**config.mk**
```make
export PLATFORM = sky130hd
export DESIGN_NAME = display_arbiter
export DESIGN_NICKNAME = d
export VERILOG_FILES = /design/src/rtl/display_arbiter.sv
export SDC_FILE = /design/constraint.sdc
export NUM_CORES = 1
export LEC_CHECK = 0
export BUFFER_PORTS_ARGS = -buffer_cell sky130_fd_sc_hd__buf_2
export CORE_MARGIN = 5
export CORE_UTILIZATION = 50
export CTS_CLUSTER_SIZE = 8
export DETAILED_ROUTE_END_ITERATION = 12
export PLACE_DENSITY = 0.81
export SYNTH_ARGS = -nofsm -noshare
export SYNTH_HDL_FRONTEND = slang
export SYNTH_SLANG_ARGS = --single-unit
export TNS_END_PERCENT = 50
```
**constraint.sdc**
```tcl
create_clock -name clk -period 4.4 [get_ports clk]
set_input_delay 1.1 -clock clk [delete_from_list [all_inputs] [get_ports clk]]
set_output_delay 1.1 -clock clk [all_outputs]
set_load 0.01 [all_outputs]
```
**src/rtl/display_arbiter.sv**
```systemverilog
// Two-requester owner arbiter for the 4-digit seven-segment display.
// B wins only from IDLE; an owner keeps the display for HOLD_CYCLES before a waiting rival takes over.
module display_arbiter #(
    parameter int          HOLD_CYCLES = 100_000_000,
    parameter logic [31:0] BLANK_WORD  = 32'h2020_2020
) (
    input  logic        clk,
    input  logic        reset_n,
    input  logic        a_req,
    input  logic [31:0] a_value,
    output logic        a_grant,
    input  logic        b_req,
    input  logic [31:0] b_value,
    output logic        b_grant,
    output logic [31:0] display_values,
    output logic        busy
);

    localparam int CW = $clog2(HOLD_CYCLES + 1);

    typedef enum logic [1:0] {IDLE, OWN_A, OWN_B} state_t;

    state_t          r_state;
    state_t          w_next;
    logic [CW-1:0]   r_hold_cnt;
    logic            w_expired;
    logic            r_a_grant;
    logic            r_b_grant;
    logic            r_busy;
    logic [31:0]     r_disp;

    assign w_expired = (r_hold_cnt == CW'(HOLD_CYCLES - 1));

    always_comb begin
        w_next = r_state;
        unique case (r_state)
            IDLE: begin
                if (b_req)      w_next = OWN_B;
                else if (a_req) w_next = OWN_A;
            end
            OWN_A: begin
                // Voluntary release ignores the hold time; forced handoff needs it expired.
                if (!a_req)                w_next = b_req ? OWN_B : IDLE;
                else if (b_req && w_expired) w_next = OWN_B;
            end
            OWN_B: begin
                if (!b_req)                w_next = a_req ? OWN_A : IDLE;
                else if (a_req && w_expired) w_next = OWN_A;
            end
            default: w_next = IDLE;
        endcase
    end

    always_ff @(posedge clk or negedge reset_n) begin
        if (!reset_n) begin
            r_state    <= IDLE;
            r_hold_cnt <= '0;
        end else begin
            r_state <= w_next;
            if (w_next != r_state)
                r_hold_cnt <= '0;
            else if (r_state != IDLE && !w_expired)
                r_hold_cnt <= r_hold_cnt + CW'(1);
        end
    end

    // Outputs decode the next state so grant and the owner's value land on the same edge.
    always_ff @(posedge clk or negedge reset_n) begin
        if (!reset_n) begin
            r_a_grant <= 1'b0;
            r_b_grant <= 1'b0;
            r_busy    <= 1'b0;
            r_disp    <= BLANK_WORD;
        end else begin
            r_a_grant <= (w_next == OWN_A);
            r_b_grant <= (w_next == OWN_B);
            r_busy    <= (w_next != IDLE);
            unique case (w_next)
                OWN_A:   r_disp <= a_value;
                OWN_B:   r_disp <= b_value;
                default: r_disp <= BLANK_WORD;
            endcase
        end
    end

    assign a_grant        = r_a_grant;
    assign b_grant        = r_b_grant;
    assign busy           = r_busy;
    assign display_values = r_disp;

endmodule
```
## Word-level counts from Yosys, hierarchy flattened

Cells that the tools add are included.

| storage, ports and cells | value |
|---|---|
| output and inout port bits | 35 |
| logic and storage cells | 33 |
| bits of input ports | 68 |
| register bits after elaboration | 64 |

| operators by class | value |
|---|---|
| reduce and logical (&&, ||, !) cells | 8 |
| eq/ne operators | 6 |
| muxes and demuxes | 12 |
| $add $sub $neg | 1 |

Operators with widths:

| operator | count |
|---|---|
| 32-bit case mux with 2 select lines | 1 |
| 27-bit two-way mux | 2 |
| 27-bit by 1-bit adder with 27-bit output, second input constant | 1 |
| 27-bit equality test, second input constant | 1 |
| 2-bit two-way mux | 7 |
| 2-bit case mux with 3 select lines | 1 |
| 2-bit nonzero test | 3 |
| 2-bit by 1-bit equality test with 1-bit output, second input constant | 2 |
| 2-bit equality test, second input constant | 2 |
| 1-bit logical AND | 3 |
| 2-bit logical NOT | 1 |
| 2-bit != test | 1 |
| 1-bit logical NOT | 1 |
| 1-bit two-way mux | 1 |

## Depth between registers and ports, before layout

| depth | value |
|---|---|
| depth in word-level cells | 7 |
| gate-level depth with buffers | 12 |
| depth with buffers taken out | 9 |

## Worst setup path before layout

No wires, ideal clock.

| path | value |
|---|---|
| path type | register to register |
| from | register r_hold_cnt[0] |
| to | register r_disp[17], in the netlist display_values[17] |
| required time | 4.327 ns |
| setup time | 0.073 ns |
| arrival | 2.988 ns |
| buffers on the path | 3 |
| cell stages (with the launch flop) | 13 |
| period minus slack after synthesis | 3.061 ns |
| slack | 1.339 ns |
| cells stage by stage | dfrtp_1 > ha_1 > nand4_1 > or4_4 > buf_6 > nor3_4 > mux2i_1 > a21o_1 > ha_1 > clkbuf_1 > buf_1 > a22oi_1 > nor2b_1 |

| on the way | value |
|---|---|
| cells in the longest elaborated chain, start to end | 7 |
| elaborated cells between the ends (all ways) | 11 |
| classes of those cells | 3 x eq/ne; 6 x mux; 2 x reduce/logical |

Ends and longest elaborated chain:

| item | line | source |
|---|---|---|
| from (decl) | 25 | `logic [CW-1:0] r_hold_cnt;` |
| from (signal assigned) | 63 | `r_hold_cnt <= r_hold_cnt + CW'(1);` |
| 27-bit equality test * | 32 | `assign w_expired = (r_hold_cnt == CW'(HOLD_CYCLES - 1));` |
| 1-bit logical AND, on equally long branches | 48, 44 |  |
| 2-bit two-way mux, on equally long branches | 48, 44 |  |
| 2-bit two-way mux, on equally long branches | 47, 43 |  |
| 2-bit case mux with 3 select lines * | 36 | `unique case (r_state)` |
| 2-bit equality test or 2-bit by 1-bit equality test with 1-bit output (tied branches) | 78 | `unique case (w_next)` |
| 32-bit case mux with 2 select lines * | 78 |  |
| to (signal assigned) | 79 | `OWN_A: r_disp <= a_value;` |
| to (signal assigned) | 80 | `OWN_B: r_disp <= b_value;` |
| to (decl) | 30 | `logic [31:0] r_disp;` |

Mark *: on every way between the ends. The rest lies on a longest branch, timed or not.
A chain may end at the register's enable or synchronous reset.

## Worst setup path after layout

| path | value |
|---|---|
| from | register r_hold_cnt[0] |
| to | register r_disp[10], in the netlist display_values[10] |

The elaborated chain is that of the path after synthesis.

==> results.txt <==
CP arrival - 3830 ps
Die W - 89 microns
Clock Sinks - 64
WL/cell - 15.62 microns
Share of synthesized registers carrying an async set or reset - 1.000
# resized after CTS - 0
Routed Antenna Nets - 0
I/O Pins - 103
Die height - 89 microns
Tcrit/Tclk final - 0.8094
Synth Net Count - 373
Critical Path Slowest Stage Cell - ha_1
Syn Area/Cell - 10.40 sq um
Setup Buffers After CTS - 0
Hold slack - 564.7 ps
Status - finished, final reports clean
Layout overhead on the synthesized area - 23.78%
Minimum clock period - 3561 ps
Fmax - 0.2808 GHz
Root buf cell - clkbuf_8
P_sw - 368.0 uW
Core Box Area - 5991 sq um
H-tree levels - 3
Slew @ Worst Pin - 1146 ps
Half-perimeter wire length after placement - 5.467 mm
Register area - 1607 sq um
Critical path cell sequence - ha_1, nand4_1, or4_4, nor3_4, mux2i_1, o211ai_1, ha_1, a22oi_1, nor2b_1
Post-CTS Hold Fix Bufs - 0
Req. time, crit path - 4660 ps
CP max stage delay - 960 ps
Final clock skew - 16.42 ps
Setup ws final - 838.8 ps
Commonest non-fill, non-tap cells in the layout - buf_2 (102), dfrtp_1 (60), a22oi_1 (32)
Synth Flop Type - dfrtp_1
DRC - 0
Seq/Total Area, Yosys - 0.5148
Fillcell total - 452
Port bufs - 102
N_diodes - 0
Max-Cap Viols - 0
TritonCTS clock tree - yes
Switching power share of the total - 0.2738
Gate count after technology mapping - 300
Leakage - 0.001791 uW
DP Worst Slack - 875.6 ps
Vias in the first global route - 2746
CP endpoint kind - flop
WL final - 7.481 mm
Remaining Overflow, GRT - 0
Startpoint types - flop
Starting Density - 0.5209
Most used cell, CP - ha_1
Peak supply drop - 0.2615 mV
Relative slew slack - 0.2363
Die area - 7921 sq um
Cell area after layout - 3862 sq um
Crit path kind - reg2reg
Cell row count - 28
CTS Buf Count - 9
Most common cell after layout, fill and taps aside - buf_2
Final setup TNS - 0 ps
Synth unique cells - 45
EDFF count, synth - 0
First DRT Iteration DRCs - 152
Initial antenna violation count - 0
Fin nets - 472
#FFs+latches synth - 64
Final setup viols - 0
Post-Synthesis Cell Area - 3120 sq um
Hold Vio Cnt, Final - 0
Critical Path Fanout Max - 33
Final GP Congestion - 0.8553
Part of the power in the clock network - 0.376
Synth warn - 0
Vias - 2672
PwrDens - 348.0 nW/um^2
RSZ-0062 raised after global routing - no
Area occupied by multi-input gates - 1423 sq um
Seq pwr share - 0.475
Max clock buf depth - 2
Layout cells sized above 1 - 0.3193
Hold Crit Class - reg2reg
Placed cell area - 3664 sq um
Comb power frac - 0.150
P_int - 976.1 uW
First-pass detailed-route iteration total - 4
Slew Viols, Final - 0
GR Util All Layers - 0.2075
Clk_lat worst skew - 350 ps
Via/cell ratio - 5.578
Largest net degree at the start of global routing - 35
Clock transition at path regs - 70 ps
First-pass GRT wire length - 12.68 mm
## kinds of logic (layout without fill, tap and decap cells)
family	count (synthesis)	in the layout	synth area share
and+or+nand+nor	127	127	0.2382
AOI/OAI and AO/OA	68	68	0.1520
DFF	64	64	0.5148
buffers and inverters	20	124	0.02926
xor gates and xnor gates	14	14	0.03930
adders and majority gates	5	5	0.02005
muxes	2	2	0.006416
## Yosys cell counts, types with 2 or more instances
library cell   n  area share
dfrtp_1       60        0.48
a22oi_1       32       0.077
nor2b_1       28       0.056
nor2_1        20       0.024
nand2_1       16       0.019
a21oi_1       12       0.019
clkbuf_1      11       0.013
nand4_1       11       0.022
nor3_1         8       0.013
nand3_1        7       0.011
or3_1          7       0.014
xnor2_1        7       0.020
xor2_1         7       0.020
o31ai_1        6       0.014
or4_1          6       0.014
ha_1           5       0.020
nor4_1         5       0.010
o211ai_1       5       0.012
o21ai_0        5      0.0080
and3_1         4      0.0080
dfstp_2        4       0.034
inv_1          4      0.0048
and2_1         3      0.0060
and3b_1        2      0.0056
and4_1         2      0.0056
buf_4          2      0.0048
mux2i_1        2      0.0064
nor4b_1        2      0.0056
## metrics by stage
step                utilization  std cells  power (uW)
CTS                      0.6447        479        1356
global placement         0.6115        463       849.2
floorplan                     -        300       763.3
global route             0.6447        479        1410
finish                   0.6447        479        1344
detailed placement       0.6115        463       853.5
## critical path: cells and delay by family (launching register included)
| kind | cells | cell delay (ps) |
|---|---|---|
| mux | 1 | 180 |
| simple gates | 4 | 1200 |
| fa+ha+maj | 2 | 1240 |
| flops | 1 | 410 |
| compound gates | 2 | 440 |
## registers in the layout (all words and copies together), names as in the netlist
register,count
busy,1
r_state,2
b_grant,1
r_hold_cnt,27
a_grant,1
display_values,32
## final timing paths
check | cells past startpoint | endpoint | startpoint | slack (ps)
hold / removal | 2 | r_hold_cnt[14] | r_hold_cnt[14] | 560
min in group asynchronous | 1 | display_values[16] | reset_n | 790
setup reg to reg | 9 | display_values[10] | r_hold_cnt[0] | 840
setup / recovery | 9 | display_values[10] | r_hold_cnt[0] | 840
hold reg to reg | 2 | r_hold_cnt[14] | r_hold_cnt[14] | 560
max in group asynchronous | 2 | display_values[13] | reset_n | 2680
## layout make-up
type | count | share of cell area
inverters | 4 | 0.003887
clock buffers | 10 | 0.03304
multi-input cells | 216 | 0.3683
well taps | 75 | 0.02430
clock inverters | 6 | 0.01846
flip-flops and latches | 64 | 0.4159
repair buffers | 104 | 0.1361
## per-layer routing
metal  GRT usage  vias up  wire, microns
li1            -     1296              -
met1      0.2534     1257           2986
met2      0.3374      107           3616
met3     0.09032       12            774
met4     0.05819        0            104
met5           0        -              0
## power by group through the flow
stage	clock, uW	sequential [uW]	combinational, uW
2_1_floorplan	0	666	97.4
3_3_place_gp	0	649	201
3_5_place_dp	0	649	204
4_1_cts	514	638	205
5_1_grt	542	642	226
6_report	505	638	201
Power figures use the tool's default switching activity.
